`src/rtl/sip_tap_controller.sv`:
```
// Primary 1149.1-style TAP: 16-state FSM, 4-bit IR, IDCODE/BYPASS/CONFIG data registers.
// Define SIP_TAP_STAP_ACCESS_EN to route the secondary TAP's STDO to TDO under opcode 0011.
module sip_tap_controller #(
  parameter logic [31:0] IDCODE_VAL = 32'h1234_5679,
  parameter int unsigned CFG_WIDTH  = 8
) (
  input  logic                 TCK,
  input  logic                 TRST_N,
  input  logic                 TMS,
  input  logic                 TDI,
  input  logic                 STDO,
  output logic                 TDO,
  output logic [CFG_WIDTH-1:0] config_reg,
  output logic [3:0]           ir_out,
  output logic [3:0]           tap_state
);

  typedef enum logic [3:0] {
    TLR    = 4'hF, RTI    = 4'hC,
    SEL_DR = 4'h7, CAP_DR = 4'h6, SH_DR  = 4'h2, EX1_DR = 4'h1,
    PAU_DR = 4'h3, EX2_DR = 4'h0, UPD_DR = 4'h5,
    SEL_IR = 4'h4, CAP_IR = 4'hE, SH_IR  = 4'hA, EX1_IR = 4'h9,
    PAU_IR = 4'hB, EX2_IR = 4'h8, UPD_IR = 4'hD
  } tap_state_t;

  localparam logic [3:0] IR_IDCODE = 4'b0001;
  localparam logic [3:0] IR_CONFIG = 4'b0010;
  localparam logic [3:0] IR_STAP   = 4'b0011;
  localparam logic [3:0] IR_CAPT   = 4'b0101;

  tap_state_t           r_state;
  tap_state_t           w_next;
  logic [3:0]           r_ir_shift;
  logic [3:0]           r_ir;
  logic [31:0]          r_dr_id;
  logic [CFG_WIDTH-1:0] r_dr_cfg;
  logic [CFG_WIDTH-1:0] r_cfg;
  logic [CFG_WIDTH-1:0] w_cfg_shifted;
  logic                 r_bypass;
  logic                 w_sel_id;
  logic                 w_sel_cfg;
  logic                 w_sel_stap;

  assign w_sel_id  = (r_ir == IR_IDCODE);
  assign w_sel_cfg = (r_ir == IR_CONFIG);
`ifdef SIP_TAP_STAP_ACCESS_EN
  assign w_sel_stap = (r_ir == IR_STAP);
`else
  assign w_sel_stap = 1'b0;
`endif

  // A 1-bit CONFIG register has no upper slice to shift down.
  generate
    if (CFG_WIDTH == 1) begin : g_cfg_shift_1
      assign w_cfg_shifted = TDI;
    end else begin : g_cfg_shift_n
      assign w_cfg_shifted = {TDI, r_dr_cfg[CFG_WIDTH-1:1]};
    end
  endgenerate

  always_comb begin
    w_next = r_state;
    case (r_state)
      TLR:    w_next = TMS ? TLR    : RTI;
      RTI:    w_next = TMS ? SEL_DR : RTI;
      SEL_DR: w_next = TMS ? SEL_IR : CAP_DR;
      CAP_DR: w_next = TMS ? EX1_DR : SH_DR;
      SH_DR:  w_next = TMS ? EX1_DR : SH_DR;
      EX1_DR: w_next = TMS ? UPD_DR : PAU_DR;
      PAU_DR: w_next = TMS ? EX2_DR : PAU_DR;
      EX2_DR: w_next = TMS ? UPD_DR : SH_DR;
      UPD_DR: w_next = TMS ? SEL_DR : RTI;
      SEL_IR: w_next = TMS ? TLR    : CAP_IR;
      CAP_IR: w_next = TMS ? EX1_IR : SH_IR;
      SH_IR:  w_next = TMS ? EX1_IR : SH_IR;
      EX1_IR: w_next = TMS ? UPD_IR : PAU_IR;
      PAU_IR: w_next = TMS ? EX2_IR : PAU_IR;
      EX2_IR: w_next = TMS ? UPD_IR : SH_IR;
      UPD_IR: w_next = TMS ? SEL_DR : RTI;
      default: w_next = TLR;
    endcase
  end

  always_ff @(posedge TCK) begin
    if (!TRST_N) begin
      r_state    <= TLR;
      r_ir_shift <= '0;
      r_ir       <= IR_IDCODE;
      r_dr_id    <= '0;
      r_dr_cfg   <= '0;
      r_cfg      <= '0;
      r_bypass   <= 1'b0;
    end else begin
      r_state <= w_next;
      case (r_state)
        CAP_IR: r_ir_shift <= IR_CAPT;
        SH_IR:  r_ir_shift <= {TDI, r_ir_shift[3:1]};
        UPD_IR: r_ir       <= r_ir_shift;
        CAP_DR: begin
          if (w_sel_id)       r_dr_id  <= IDCODE_VAL;
          else if (w_sel_cfg) r_dr_cfg <= r_cfg;
          else                r_bypass <= 1'b0;
        end
        SH_DR: begin
          if (w_sel_id)       r_dr_id  <= {TDI, r_dr_id[31:1]};
          else if (w_sel_cfg) r_dr_cfg <= w_cfg_shifted;
          else                r_bypass <= TDI;
        end
        UPD_DR: if (w_sel_cfg) r_cfg <= r_dr_cfg;
        default: ;
      endcase
      // Arriving in TLR by TMS restores the reset instruction and disables the secondary TAP.
      if (w_next == TLR) begin
        r_ir  <= IR_IDCODE;
        r_cfg <= '0;
      end
    end
  end

  always_comb begin
    TDO = 1'b0;
    if (r_state == SH_IR) begin
      TDO = r_ir_shift[0];
    end else if (r_state == SH_DR) begin
      if (w_sel_id)                  TDO = r_dr_id[0];
      else if (w_sel_cfg)            TDO = r_dr_cfg[0];
      else if (w_sel_stap && r_cfg[0]) TDO = STDO;
      else                           TDO = r_bypass;
    end
  end

  assign tap_state  = r_state;
  assign ir_out     = r_ir;
  assign config_reg = r_cfg;

endmodule

```
`config.mk`:
```
export PLATFORM = sky130hd
export DESIGN_NAME = sip_tap_controller
export DESIGN_NICKNAME = d
export VERILOG_FILES = /design/src/rtl/sip_tap_controller.sv
export SDC_FILE = /design/constraint.sdc
export NUM_CORES = 1
export LEC_CHECK = 0
export ABC_AREA = 1
export CAP_MARGIN = 10
export CORE_ASPECT_RATIO = 0.6
export CORE_MARGIN = 5
export CORE_UTILIZATION = 30
export DETAILED_ROUTE_END_ITERATION = 12
export GPL_TIMING_DRIVEN = 0
export PLACE_DENSITY = 0.52
export SLEW_MARGIN = 20
export SYNTH_ARGS = -nofsm -noshare
export SYNTH_HDL_FRONTEND = slang
export SYNTH_SLANG_ARGS = --single-unit
```
`constraint.sdc`:
```
create_clock -name TCK -period 2 [get_ports TCK]
set_input_delay 0.4 -clock TCK [delete_from_list [all_inputs] [get_ports TCK]]
set_output_delay 0.4 -clock TCK [all_outputs]
set_load 0.01 [all_outputs]
```
### Word level (Yosys, flattened, before mapping)

Cells that the tools add are included.

* add/subtract/negate cells: 0
* $mul: 0
* div/mod/pow operators: 0
* magnitude comparators: 0
* equality and inequality tests: 26
* shift operators: 0
* mux-type cells: 31
* bitwise logic cells: 1
* reductions and logical operators: 11

Operators by type and width (count)
* 2-to-1 mux 32 bit: 2
* case mux 32 bit (2 select lines): 1
* case mux 4 bit (12 select lines): 1
* equality test 4 bit (second input constant): 9
* 2-to-1 mux 8 bit: 4
* equality test 4 x 3 -> 1 bit (second input constant): 4
* inequality test 2 bit (second input constant): 8
* case mux 8 bit (2 select lines): 1
* equality test 4 x 2 -> 1 bit (second input constant): 3
* 2-to-1 mux 2 bit: 6
* 2-to-1 mux 3 bit: 4
* AND reduction 5 bit: 2
* 2-to-1 mux 1 bit: 9
* equality test 4 x 1 -> 1 bit (second input constant): 2
* case mux 4 bit (2 select lines): 1
* OR reduction 2 bit: 3
* zero test 4 bit: 1
* 2-to-1 mux 4 bit: 1
* nonzero test 2 bit: 2
* AND reduction 3 bit: 1
* OR reduction 3 bit: 1
* case mux 1 bit (2 select lines): 1
* AND reduction 2 bit: 1
* NOT 1 bit: 1

* register bits after elaboration: 61
* bits in latches: 0
* bits in writable memories: 0
* bits in read-only memories: 0
* bits of input ports: 5
* output and inout port bits: 17
* memories kept: 0

### Logic depth before layout (Yosys ltp)

* depth in word-level cells: 5
* mapped depth: 13
* mapped depth without buffers: 11

### Worst setup path before layout

No wires, ideal clock.

* path type: reg2out
* from: register r_state[3], in the netlist tap_state[3]
* to: output port TDO
* arrival: 1.429 ns
* data required time: 1.600 ns
* setup slack: 0.171 ns
* cell stages (with the launch flop): 8
* buffers on the path: 2
* cells stage by stage: dfxtp_1 -> buf_4 -> nor2_1 -> nand2_1 -> buf_2 -> inv_1 -> o21ai_0 -> o21ai_0

* cells in the longest elaborated chain, start to end: 3

RTL lines
* start, declared: line 31 `tap_state_t r_state;`
* start signal, assigned: line 94 `r_state <= w_next;`
* equality test 4 x 2 -> 1 bit: line 124 `end else if (r_state == SH_DR) begin`
* 2-to-1 mux 1 bit: line 124
* 2-to-1 mux 1 bit (*): line 122 `if (r_state == SH_IR) begin`
* end, declared: line 12 `output logic TDO,`

Mark *: on every way between the ends. The rest lies on a longest branch, timed or not.

### Worst setup path after layout

* from: register r_ir[2], in the netlist ir_out[2]
* to: output port TDO

* cells in the longest elaborated chain, start to end: 5

RTL lines
* start, declared: line 34 `logic [3:0] r_ir;`
* start signal, assigned: line 98 `UPD_IR: r_ir <= r_ir_shift;`
* equality test 4 x 2 -> 1 bit: line 45 `assign w_sel_cfg = (r_ir == IR_CONFIG);`
* 2-to-1 mux 1 bit: line 126 `else if (w_sel_cfg) TDO = r_dr_cfg[0];`
* 2-to-1 mux 1 bit (*): line 125 `if (w_sel_id) TDO = r_dr_id[0];`
* 2-to-1 mux 1 bit (*): line 124
* 2-to-1 mux 1 bit (*): line 122

Marks and branches as above.

==> metrics.md <==
| Metric | Value |
|---|---|
| Share of the clock period used by the worst path after layout | `a little over nine tenths` |
| Number of flip-flops and latches in the synthesized netlist | `roughly 60` |
| Pins Over Slew Limit | `0` |
| Clock transition at the registers of the reported paths | `0.05 ns` |
| Synth unique cells | `26` |
| Count of hold buffers inserted by post-cts repair | `0` |
| Critical path's largest stage delay | `approximately 0.32 ns` |
| Main flop type after synthesis | `sky130_fd_sc_hd__dfxtp_1` |
| Drt first-iter violations | `127` |
| First-pass GRT wire length | `11020 um` |
| EDFF count, synth | `0` |
| Global-route congestion overflow total | `0` |
| Class of the worst hold path | `flop to flop` |
| Kind of end point of the critical path | `output port` |
| Latest clock arrival within the worst-skew pair | `between 0.3 and 0.4 ns` |
| Worst hold endpoint | `r_dr_id[16]$_SDFFE_PN0P_` |
| Total Die Area | `around 11000 um^2` |
| Weighted congestion reported at the end of routability-driven placement | `0.8500` |
| Endpoint of the worst-slack reg-to-reg timing path | `config_reg[3]$_SDFFE_PP0P_` |
| Crit start category | `flop` |
| Sequential cell area fraction in the yosys report | `about 46%` |
| Post-DR wirelength/cell | `about 13 um` |
| Final setup viols | `0` |
| Max Cap Violations | `0` |
| Post-Syn Nets | `approximately 370` |
| Final-layout worst hold slack | `about 0.46 ns` |
| Fraction of power spent switching nets | `33.53%` |
| Post-synthesis to final-layout area growth | `27.06%` |
| Setup slack of the worst register-to-register path | `~0.23 ns` |
| Worst Max-Slew Pin Slew | `between 0.6 and 0.7 ns` |
| Slew HR | `between 50% and 60%` |
| Sequential cell fraction of total power | `37.1%` |
| Total half-perimeter wirelength after legalization and detailed placement | `4572 um` |
| Root buf cell | `sky130_fd_sc_hd__clkbuf_16` |
| Number of cells traversed by the worst register-to-register path | `14` |
| Fmax | `between 500 and 600 MHz` |
| Number of clock sinks | `about 60` |
| Antenna diode instance count | `0` |
| Area contributors post-synth | `sky130_fd_sc_hd__dfxtp_1 46%, sky130_fd_sc_hd__nand2_1 13%, sky130_fd_sc_hd__inv_1 6.3%` |
| Detailed-route vias per instance | `around 4.6` |
| Layout net count | `between 400 and 500` |
| Placed Cells | `493` |
| Number of cells in the finished layout apart from fillers | `~520` |
| Clock tree from TritonCTS | `done` |
| Ranking of synthesized cells by instance count | `91 x sky130_fd_sc_hd__nand2_1, 61 x sky130_fd_sc_hd__dfxtp_1, 44 x sky130_fd_sc_hd__inv_1, 30 x sky130_fd_sc_hd__o21ai_0` |
| Area of the core | `around 8500 um^2` |
| Asr flop ratio synth | `0%` |
| FILL cells | `902` |
| Cell-by-cell trace of the critical path | `nor2_1, nand2_1, nor2_4, nor2_1, a211oi_2, o21ai_2, buf_2` |
| Data required time of the worst path | `1.60 ns` |
| Net load switching power | `~0.0013 W` |
| Proportion of netlist area held by the largest area contributor | `a little under half` |
| Routed wire length | `6484 um` |
| Gate power share | `between 20% and 30%` |
| Startpoint of the lowest-slack hold path | `r_dr_id[16]$_SDFFE_PN0P_` |
| Cell area after technology mapping | `roughly 2600 um^2` |
| Post-route ant nets | `0` |
| Post-route minimum period | `between 1.5 and 2 ns` |
| Power density over the cells | `between 1000 and 1500 nW/um^2` |
| Height of the chip | `a little over 80 um` |
| Critical path start-end classification | `flop to output port` |
| Total power after layout | `about 0.0039 W` |
| Endpoint arrival time on the critical path | `1.52 ns` |
| Run status | `finished clean` |
| Flip-flop count of the largest register after layout | `32` |
| Starting density of the core | `30.81%` |
| Top delay family on crit path | `simple AND/OR/NAND/NOR gates` |
| TritonCTS Buffers | `9` |
| Final Hold Viols | `0` |
| Setup skew after layout | `about 0.0054 ns` |
| Yosys top cell by area | `sky130_fd_sc_hd__dfxtp_1` |
| CP bufs+invs | `1` |
| Number of detailed-route iterations in the first pass | `4` |
| Share of post-route cells with drive strength above 1 | `approximately 19%` |
| Deepest clock path buffer count | `2` |
| Clock network fraction of design power | `35.2%` |
| Internal Dissipation | `0.002607 W` |
| Hold path cells | `2` |
| Number of input and output port buffers inserted | `19` |
| Vias in the first global route | `2227` |
| Pin count of the biggest net entering global routing | `11` |
| Horiz. Die Dim | `around 130 um` |
| Peak ir drop on the vdd network | `~0.0005 V` |
| Standard-cell rows | `26` |
| Maximum level of the CTS H-tree | `3` |
| FF-to-FF Start | `tap_state[3]$_SDFF_PN1_` |
| Number of antenna violations at the first check in global routing | `0` |
| Library cell with the highest instance count after synthesis | `sky130_fd_sc_hd__nand2_1` |
| Total via count after detailed routing | `2360` |
| Syn Inst Count | `between 300 and 400` |
| Slowest-stage cell, CP | `sky130_fd_sc_hd__dfxtp_1` |
| Average instance area after synthesis | `a little over 7 um^2` |
| Top-Level Pins | `22` |
| CP most frequent cell | `sky130_fd_sc_hd__nor2_1` |
| DRC violation count after routing | `0` |
| Standby leakage power | `roughly 1.2 nW` |
| Largest driver fanout on the critical path | `4` |
| Global-route usage over all layers | `between 10% and 20%` |
| Count of synthesis-stage warnings from yosys | `0` |
==> per-layer routing <==
metal | share of wire (%) | GRT usage [%] | up-vias | routed length (um)
li1 | - | - | 1233 | -
met1 | 55 | 19.40 | 1078 | 3549
met2 | 38 | 17.85 | 45 | 2495
met3 | 6.3 | 6.620 | 4 | 406
met4 | 0.48 | 3.080 | 0 | 31
met5 | 0 | 0 | - | 0
==> layout by cell type (no fill, tap or decap), drive strengths merged <==
cell and n:
a211oi 7, a21oi 25, a221oi 4, a31oi 8, buf 21, clkbuf 16, clkdlybuf4s50 18, clkinv 5
clkinvlp 1, dfxtp 61, inv 48, nand2 95, nand3 10, nand4 1, nor2 42, nor3 10
o211ai 1, o21ai 31
==> power by group through the flow <==
stage	registers [W]	logic, W	clock network, W
5_1_grt	0.00148	0.00121	0.00149
4_1_cts	0.00145	0.00105	0.00142
2_1_floorplan	0.00146	0.000701	0
6_report	0.00145	0.00108	0.00138
3_3_place_gp	0.00146	0.000993	0
3_5_place_dp	0.00147	0.000995	0
==> cell type report <==
type | instances | area (um^2) | area share, %
sequential | 61 | 1227 | 36.78
multi-input combinational | 234 | 1155 | 34.61
timing repair buffer | 27 | 245.2 | 7.349
clock buffer | 10 | 239.0 | 7.162
inverter | 49 | 191.4 | 5.737
tap | 112 | 140.1 | 4.199
buffer | 18 | 111.4 | 3.337
clock inverter | 5 | 27.53 | 0.8249
==> worst register-to-register path, cell delays in order (launching register included) <==
cell and delay [ns]:
sky130_fd_sc_hd__dfxtp_1 0.34, sky130_fd_sc_hd__buf_6 0.13, sky130_fd_sc_hd__buf_4 0.13, sky130_fd_sc_hd__nand2_1 0.05, sky130_fd_sc_hd__inv_1 0.10, sky130_fd_sc_hd__nand2_1 0.07, sky130_fd_sc_hd__nand2_1 0.11, sky130_fd_sc_hd__nand2_1 0.06
sky130_fd_sc_hd__nand2_1 0.08, sky130_fd_sc_hd__nor2_1 0.06, sky130_fd_sc_hd__nor2_2 0.09, sky130_fd_sc_hd__nand3_2 0.12, sky130_fd_sc_hd__nand2_2 0.10, sky130_fd_sc_hd__buf_6 0.18, sky130_fd_sc_hd__nor2_2 0.05
==> per-stage QoR <==
stage	utilization, %	setup TNS [ns]	cell area [um^2]	setup slack (ns)
floorplan	-	0	2626	0.1707
global placement	34.69	-0.9610	2957	-0.6092
detailed placement	34.69	-1.270	2957	-0.5995
CTS	38.40	0	3273	0.00002864
global route	39.15	-0.03803	3337	-0.03803
finish	39.15	0	3337	0.08066
==> what timing repair did <==
item	CTS	global route
endpoints found under the setup margin	1	1
gates resized for setup	19	7
pin swaps	3	3
setup buffers	3	5
==> kinds of logic after synthesis <==
group | count (synthesis) | synth area share, %
simple gates | 158 | 26.44
compound gates | 76 | 16.20
buf+inv | 67 | 10.86
flops | 61 | 46.50
==> worst max path at each step <==
stage	start	to	slack, ns	cells past startpoint
2_1_floorplan	tap_state[3]$_SDFF_PN1_	TDO	0.17	7
3_3_place_gp	tap_state[3]$_SDFF_PN1_	TDO	-0.61	8
3_5_place_dp	tap_state[3]$_SDFF_PN1_	TDO	-0.60	8
4_1_cts	ir_out[1]$_SDFFE_PP0P_	TDO	0.00003	6
5_1_grt	ir_out[2]$_SDFFE_PP0P_	TDO	-0.04	6
6_report	ir_out[2]$_SDFFE_PP0P_	TDO	0.08	7
Note: power is estimated with default switching activity, not from simulation.
